File: config.mk
export PLATFORM = sky130hd
export DESIGN_NAME = reg_trace_monitor
export DESIGN_NICKNAME = d
export VERILOG_FILES = /design/src/rtl/reg_trace_monitor.sv
export SDC_FILE = /design/constraint.sdc
export NUM_CORES = 1
export LEC_CHECK = 0
export BUFFER_PORTS_ARGS = -buffer_cell sky130_fd_sc_hd__buf_2
export CAP_MARGIN = 20
export CORE_ASPECT_RATIO = 0.6
export CORE_UTILIZATION = 40
export DETAILED_ROUTE_END_ITERATION = 10
export GPL_ROUTABILITY_DRIVEN = 1
export HOLD_SLACK_MARGIN = 0.12
export PLACE_DENSITY_LB_ADDON = 0.08
export SLEW_MARGIN = 20
export SYNTH_ARGS = -nofsm -noshare
export SYNTH_HDL_FRONTEND = slang
export SYNTH_SLANG_ARGS = --single-unit
export TNS_END_PERCENT = 1
File: constraint.sdc
create_clock -name clk -period 7.4 [get_ports clk]
set_input_delay 0.74 -clock clk [delete_from_list [all_inputs] [get_ports clk]]
set_output_delay 0.74 -clock clk [all_outputs]
set_load 0.05 [all_outputs]
File: src/rtl/reg_trace_monitor.sv
// Register trace monitor: captures per-channel value changes with a timestamp into a trace FIFO.
// Optional macro REG_TRACE_DROP_CNT_EN enables the saturating lost-event counter on drop_cnt.
module reg_trace_monitor #(
  parameter int DATA_W = 32,
  parameter int NUM_CH = 4,
  parameter int DEPTH  = 16,
  parameter int TS_W   = 16,
  localparam int CH_W    = (NUM_CH > 1) ? $clog2(NUM_CH) : 1,
  localparam int ENTRY_W = CH_W + TS_W + DATA_W,
  localparam int LVL_W   = $clog2(DEPTH) + 1
) (
  input  logic                     clk,
  input  logic                     rst,
  input  logic                     arm,
  input  logic [NUM_CH*DATA_W-1:0] ch_data,
  output logic                     rd_valid,
  input  logic                     rd_ready,
  output logic [ENTRY_W-1:0]       rd_data,
  output logic [LVL_W-1:0]         level,
  output logic [15:0]              drop_cnt
);

  localparam int PTR_W = $clog2(DEPTH);

  logic [TS_W-1:0]    ts;
  logic [DATA_W-1:0]  shadow   [NUM_CH];
  logic [NUM_CH-1:0]  pending;
  logic [DATA_W-1:0]  pend_val [NUM_CH];
  logic [TS_W-1:0]    pend_ts  [NUM_CH];
  logic [ENTRY_W-1:0] mem      [DEPTH];
  logic [PTR_W-1:0]   wr_ptr;
  logic [PTR_W-1:0]   rd_ptr;
  logic [LVL_W-1:0]   cnt;

  logic [NUM_CH-1:0]  det;
  logic [NUM_CH-1:0]  drain;
  logic [ENTRY_W-1:0] wr_entry;
  logic               sel_found;
  logic               full;
  logic               rd_hs;
  logic               wr_en;

  // Read port: an entry transfers on a rising edge where rd_valid and rd_ready are both 1;
  // rd_data holds the oldest entry while rd_valid is 1, and rd_ready is ignored otherwise.
  assign rd_valid = (cnt != '0);
  assign full     = (cnt == LVL_W'(DEPTH));
  assign rd_hs    = rd_valid & rd_ready;
  assign level    = cnt;
  assign rd_data  = rd_valid ? mem[rd_ptr] : '0;

  always_comb begin
    det       = '0;
    drain     = '0;
    wr_entry  = '0;
    sel_found = 1'b0;
    wr_en     = 1'b0;
    for (int i = 0; i < NUM_CH; i++) begin
      det[i] = arm && (ch_data[i*DATA_W +: DATA_W] != shadow[i]);
      if (pending[i] && !sel_found) begin
        sel_found = 1'b1;
        drain[i]  = 1'b1;
        wr_entry  = {CH_W'(i), pend_ts[i], pend_val[i]};
      end
    end
    // A full FIFO still accepts the write when the head leaves on the same edge.
    wr_en = sel_found && (!full || rd_hs);
    if (!wr_en) drain = '0;
  end

  always_ff @(posedge clk) begin
    if (!rst) begin
      ts      <= '0;
      pending <= '0;
      wr_ptr  <= '0;
      rd_ptr  <= '0;
      cnt     <= '0;
      for (int i = 0; i < NUM_CH; i++) begin
        shadow[i]   <= '0;
        pend_val[i] <= '0;
        pend_ts[i]  <= '0;
      end
    end else begin
      ts <= ts + 1'b1;
      for (int i = 0; i < NUM_CH; i++) begin
        if (arm) shadow[i] <= ch_data[i*DATA_W +: DATA_W];
        // A fresh change wins over the drain so the newer event stays pending.
        if (det[i]) begin
          pending[i]  <= 1'b1;
          pend_val[i] <= ch_data[i*DATA_W +: DATA_W];
          pend_ts[i]  <= ts;
        end else if (drain[i]) begin
          pending[i]  <= 1'b0;
        end
      end
      if (wr_en) wr_ptr <= wr_ptr + 1'b1;
      if (rd_hs) rd_ptr <= rd_ptr + 1'b1;
      case ({wr_en, rd_hs})
        2'b10:   cnt <= cnt + 1'b1;
        2'b01:   cnt <= cnt - 1'b1;
        default: cnt <= cnt;
      endcase
    end
  end

  always_ff @(posedge clk) begin
    if (rst && wr_en) mem[wr_ptr] <= wr_entry;
  end

`ifdef REG_TRACE_DROP_CNT_EN
  logic [16:0] drop_sum;
  logic [15:0] drop_q;

  always_comb begin
    drop_sum = {1'b0, drop_q};
    for (int i = 0; i < NUM_CH; i++) begin
      if (det[i] && pending[i] && !drain[i]) drop_sum = drop_sum + 17'd1;
    end
  end

  always_ff @(posedge clk) begin
    if (!rst) drop_q <= '0;
    else      drop_q <= drop_sum[16] ? 16'hFFFF : drop_sum[15:0];
  end

  assign drop_cnt = drop_q;
`else
  assign drop_cnt = '0;
`endif

endmodule
==> results of run 1 <==
[logic make-up after synthesis]
group / count (synthesis) / share of synthesized area, %
xor+xnor: 151 / 2.85
compound gates: 125 / 2.23
other cells: 1 / 0.00807
buf+inv: 171 / 1.58
fa+ha+maj: 9 / 0.242
flops: 1157 / 74.0
simple gates: 579 / 6.90
mux: 253 / 12.2
[metrics by stage]
stage / setup slack [ns] / utilization, %
floorplan: 1.91 / -
global placement: 3.31 / 43.0
detailed placement: 3.26 / 43.0
CTS: 2.48 / 46.3
global route: 2.33 / 46.3
finish: 2.66 / 46.3
[layer usage]
layer  up-vias  global-route usage (%)
li1      10200                       -
met3       159                    4.89
met1     13000                    32.4
met5         -                       0
met2       802                    33.0
met4         4                    5.40
[final timing paths]
| check | cells after the start | to |
|---|---|---|
| worst max-delay path | 5 | rd_data[34] |
| worst min register to register | 1 | ts[0]$_SDFF_PN0_ |
| worst min-delay path | 2 | pend_val[1][7]$_SDFFCE_PN0P_ |
| worst max register to register | 5 | mem[6][5]$_DFFE_PP_ |
[synth_stat cells, drive strengths merged (3+ instances only)]
master,number,area [µm²]
xor2,127,1110
mux2i,3,30.0
a21boi,3,22.5
o21a,3,22.5
a22oi,48,360
or3,4,25.0
nand4,16,100
edfxtp,1120,33600
a221o,48,480
a21o,3,22.5
nor2,132,495
mux4,250,5630
nor2b,6,37.5
inv,10,37.5
nand3,10,50.1
o21ai,10,50.1
xnor2,24,210
ha,9,113
buf,48,270
and2,201,1260
nand2,34,128
nor3,7,35.0
clkbuf,113,424
nor4,34,228
and3,130,813
dfxtp,37,741
[flip-flops by register name, indices dropped and copies added (netlist names), named ones only]
register  flops
mem         800
pend_val    128
shadow      128
pend_ts      64
ts           16
level         5
pending       4
rd_ptr        4
wr_ptr        4
[final cells by class]
| class | count | area (µm²) |
|---|---|---|
| Tap cell | 1519 | 1900 |
| Multi-Input combinational cell | 1133 | 11600 |
| Inverter | 10 | 37.5 |
| Antenna cell | 18 | 45.0 |
| Timing Repair Buffer | 246 | 1430 |
| Fill cell | 9706 | 61600 |
| Clock inverter | 78 | 867 |
| Sequential cell | 1157 | 34400 |
| Clock buffer | 127 | 2900 |
[where the power goes]
part	total (mW)	switching (mW)	internal (mW)	leakage, nW
clock	5.93	2.50	3.43	1.86
combinational	3.60	2.23	1.37	5.45
sequential	7.81	0.225	7.59	11.1
[worst max-delay path: stages, from the launching register on]
cell and delay (ns):
dfxtp_4 0.91, buf_4 0.79, mux4_2 0.60, mux4_2 0.51, and2_1 0.17, buf_2 0.20
==> results.md, run 1 <==
- FP Rows: 96
- Crit-path max FO: 39
- RSZ-0062 raised after global routing: no
- Final period utilization: 64.0%
- Worst Hold Class: input port to flip-flop
- Status: finished, final reports clean
- Fin nets: 2797
- WL met3: 9210 µm
- Number of hold buffers added after CTS: 0
- Maxcap violations: 0
- Most common cell after layout, fill and taps aside: edfxtp_1
- Setup crit end kind: output port
- Worst Skew: 0.0294 ns
- DRC: 0
- Max Slew Vio Count: 0
- Vias in the first global route: 24500
- Setup Viol. Count Final: 0
- Post-Synthesis Cells: 2446
- Setup TNS: 0 ns
- # IOs: 204
- Die Area: 118000 µm²
- Port buffer count: 187
- Post-DP HPWL: 76400 µm
- Wire length on met2: 58100 µm
- Reg clk slew, reported paths: 0.06 ns
- Main synth FF type: edfxtp_1
- Grt total ovfl: 0
- Share of cells above drive strength 1: 25.7%
- Die Span Y: 266 µm
- Top routing layer in use: met5
- Critical Path RT: 6.66 ns
- Actual slew at the worst max-slew pin: 1.11 ns
- Register bit total from synthesis: 1157
- Total power: 17.3 mW
- Sequential-to-total area share from yosys stat: 74.0%
- Starting DRT DRC Count: 2687
- Startpoint types: flip-flop
- Antenna violations before repair: 33
- WL/cell: 29.9 µm
- Hold_sp: ch_data[39]
- Number of synthesized flops with an enable pin: 1120
- Reg2reg setup slack: 3.69 ns
- Post-CTS Setup Bufs: 0
- Wire length on met1: 58400 µm
- Most frequent cells in the layout: 1120 x edfxtp_1, 250 x mux4_2, 200 x and2_1
- Synth-to-Final Area Change: 14.4%
- GP Congestion: 0.846
- CTS tree: yes
- Async S/R FF share, synth: 0%
- Post-CTS resize count: 0
- Post-route ant nets: 0
- Die width: 442 µm
- Clock Sinks: 1157
- All-Layer GR Usage: 21.9%
- Syn Area/Cell: 19.0 µm²
- Routed wire length: 128000 µm
- CTS Buffer Depth: 3
- Leakage: 18.4 nW
- Worst R2R Start: pending[0]$_SDFFE_PN0P_
- Dpl cell area: 49300 µm²
- Minimum clock period: 4.74 ns
- Root Driver: clkbuf_16
- DR vias: 24200
- TritonCTS Buffers: 108
- Yosys warnings: 0
- Final cell count without fillers: 4288
- Post-synth cell types: 42
- Drt pass-1 iters: 5
- Cells after DPL: 4064
- Initial Util: 40.5%
- Core Box Area: 115000 µm²
- Hold slack: 0.341 ns
- Crit path DAT: 4.00 ns
- Fmax: 0.211 GHz
- Fin area: 53100 µm²
- Worst relative slew slack: 25.6%
- Cell area after synthesis: 46400 µm²
- First-pass GRT wire length: 183000 µm
- Setup CP Type: flip-flop to output port
- H-tree levels: 3
- Pwr/cell area: 326 nW/µm²
- Number of hold violations in the final report: 0
- Via density: 5.63
- Clock Latency Late Sink: 0.73 ns
- Peak supply drop: 178 µV
- Largest net degree at the start of global routing: 118
Note: power is estimated with default switching activity, not from simulation.
==> inputs of run 2 (changes only) <==
==> constraint.sdc (replaced) <==
create_clock -name clk -period 4.5 [get_ports clk]
set_input_delay 0.45 -clock clk [delete_from_list [all_inputs] [get_ports clk]]
set_output_delay 0.45 -clock clk [all_outputs]
set_load 0.05 [all_outputs]
==> run 2 against run 1 <==
Die area is the same. Via count grew 1.4%. Worst setup slack lost 2.0 ns. Clock skew grew 0.0045 ns. Combinational power grew 73%. Hold slack lost 0.15 ns. Non-clock buffer count grew 145. Critical path type unchanged. Critical endpoint is now rd_data[26].
==> results.md, run 2 (synthesized netlist as in run 1, its figures left out) <==
- Drt pass-1 iters: 5 (unchanged)
- Post-route ant nets: 0 (unchanged)
- Most frequent cells in the layout: 1120 x edfxtp_1, 250 x mux4_2, 201 x and2_1
- Routed wire length: 130000 µm (+1.2%)
- Setup Viol. Count Final: 0 (unchanged)
- Crit-path max FO: 34 (-13%)
- DRC: 0 (unchanged)
- Worst relative slew slack: 29.1% (+3.5 points)
- Comb pwr share: 22.2% (+1.4 points)
- Largest net degree at the start of global routing: 101 (-14%)
- Crit path DAT: 3.38 ns (-0.62 ns)
- Minimum clock period: 3.83 ns
- Setup CP Type: flip-flop to output port
- Starting DRT DRC Count: 2611 (-2.8%)
- Actual slew at the worst max-slew pin: 1.06 ns (-0.0430 ns)
- Critical Path RT: 4.05 ns (-2.61 ns)
- Most common cell after layout, fill and taps aside: edfxtp_1
- Critical path endpoint: rd_data[26]
- Grt total ovfl: 0 (unchanged)
- Startpoint types: flip-flop
- Power Internal: 19.9 mW (+61%)
- DR vias: 24500 (+1.4%)
- Synth-to-Final Area Change: 17.0%
- Post-DP HPWL: 78100 µm (+2.2%)
- Final-layout fill cell count: 9566 (-1.4%)
- RSZ-0062 raised after global routing: no
- Number of hold violations in the final report: 0 (unchanged)
- Worst Skew: 0.0338 ns (+0.00446 ns)
- Reg power frac: 45.4% (+0.4 points)
- Clock Sinks: 1157 (unchanged)
- Initial Util: 40.5% (unchanged)
- FF-to-FF path depth: 10 (+5)
- Die width: 442 µm (unchanged)
- FP Rows: 96 (unchanged)
- All-Layer GR Usage: 22.2% (+0.30 points)
- Hold slack: 0.190 ns (-0.151 ns)
- Sw Share: 29.2% (+0.56 points)
- Final period utilization: 85.1%
- Leakage: 18.9 nW (+2.7%)
- Max Slew Vio Count: 0 (unchanged)
- GP Congestion: 0.840 (-0.74%)
- Peak supply drop: 305 µV (+71%)
- TritonCTS Buffers: 109 (+0.93%)
- Die Span Y: 266 µm (unchanged)
- Worst Hold Class: input port to flip-flop
- CTS Buffer Depth: 3 (unchanged)
- Core Box Area: 115000 µm² (unchanged)
- Number of hold buffers added after CTS: 127 (+127)
- WL/cell: 29.3 µm (-1.9%)
- Via density: 5.53 (-1.8%)
- Crit-path cells: buf_12, buf_12, mux4_2, mux4_2, and2_1, buf_2
- Root Driver: clkbuf_16
- CTS tree: yes
- First-pass GRT wire length: 185000 µm (+1.5%)
- Vias in the first global route: 25300 (+3.1%)
- Share of cells above drive strength 1: 24.1% (-1.5 points)
- Reg2reg setup slack: 1.23 ns (-2.46 ns)
- Switching power of the nets: 8.21 mW (+66%)
- Maxcap violations: 0 (unchanged)
- Clock Latency Late Sink: 0.73 ns (about the same)
- Die Area: 118000 µm² (unchanged)
- H-tree levels: 3 (unchanged)
- Biggest register: mem
- Cell with the largest stage delay on the worst path: mux4_2
- CP peak stage delay: 0.55 ns (-0.36 ns)
- Antenna violations before repair: 21 (-36%)
- Worst R2R Start: level[1]$_SDFFE_PN0P_
- # IOs: 204 (unchanged)
- Pwr/cell area: 518 nW/µm² (+59%)
- Status: finished, final reports clean
- Final cell count without fillers: 4424 (+3.2%)
- Port buffer count: 187 (unchanged)
- Biggest regs: mem (800), pend_val (128), shadow (128)
- Reg2Reg Capture Point: level[2]$_SDFFE_PN0P_
- Fmax: 0.261 GHz
- Post-CTS resize count: 0 (unchanged)
- Fin nets: 2943 (+5.2%)
- Cells after DPL: 4083 (+0.47%)
- Setup crit end kind: output port
- Largest register FFs: 800 (unchanged)
- Post-CTS Setup Bufs: 0 (unchanged)
- Reg clk slew, reported paths: 0.06 ns (about the same)
- Part of the power in the clock network: 32.5% (-1.7 points)
-- run 2: changes by cell type in the layout (fill, tap and decap cells not counted), sizes merged --
cell / previous run / this run
clkbuf: 127 / 129
dlygate4sd3: 0 / 127
bufinv: 18 / 10
diode: 18 / 10
buf: 246 / 264
clkinvlp: 5 / 1
inv: 12 / 14
clkinv: 53 / 60
-- run 2: worst min-delay path by stage --
stage	start	end	slack [ns]	depth (start not counted)
2_1_floorplan	ts[0]$_SDFF_PN0_	ts[0]$_SDFF_PN0_	0.45	1
3_3_place_gp	pending[3]$_SDFFE_PN0P_	pending[3]$_SDFFE_PN0P_	0.48	2
3_5_place_dp	level[4]$_SDFFE_PN0P_	level[4]$_SDFFE_PN0P_	0.49	2
4_1_cts	ch_data[65]	shadow[2][1]$_SDFFCE_PN0P_	0.13	2
5_1_grt	ch_data[65]	shadow[2][1]$_SDFFCE_PN0P_	0.16	2
6_report	ch_data[65]	shadow[2][1]$_SDFFCE_PN0P_	0.19	2
-- run 2: layer usage --
metal | wire (µm) | global-route usage [%]
met5 | 11 | 0
met4 | 2370 | 4.52
met3 | 9270 | 5.40
met2 | 57200 | 33.0
met1 | 60700 | 33.4
-- run 2: power groups by stage --
stage | sequential, mW | clock, mW | combinational, mW
floorplan | 12.9 | 0 | 4.37
global placement | 13.0 | 0 | 6.22
detailed placement | 13.0 | 0 | 6.25
CTS | 12.8 | 9.34 | 6.37
global route | 12.8 | 9.74 | 6.67
finish | 12.8 | 9.15 | 6.24
-- run 2: worst max-delay path, delay by kind of cell (launching register included) --
kind                   cells  cell delay, ns
flip-flops                 1            0.54
multiplexers               2            1.01
AND/OR/NAND/NOR            1            0.22
buffers and inverters      3            0.80
-- run 2: final cells by class --
cell class	count	area (µm²)	share of cell area (%)
antenna	10	25.0	0.0461
clock buffer	129	2840	5.23
clock inverter	75	612	1.13
inverter	10	37.5	0.0691
multi-input combinational	1133	11600	21.3
sequential	1157	34400	63.3
tap	1519	1900	3.50
timing repair buffer	391	2940	5.41
-- run 2: through the flow --
stage                     TNS [ns]  worst slack (ns)  utilization (%)  cell area, µm²  power [mW]
after floorplan            -206.55            -0.992                -           46500        17.3
after global placement           0              1.21             43.2           49600        19.2
after detailed placement         0              1.18             43.2           49600        19.2
after CTS                        0             0.579             47.3           54300        28.5
after global routing             0             0.508             47.4           54300        29.2
final                            0             0.672             47.4           54300        28.2
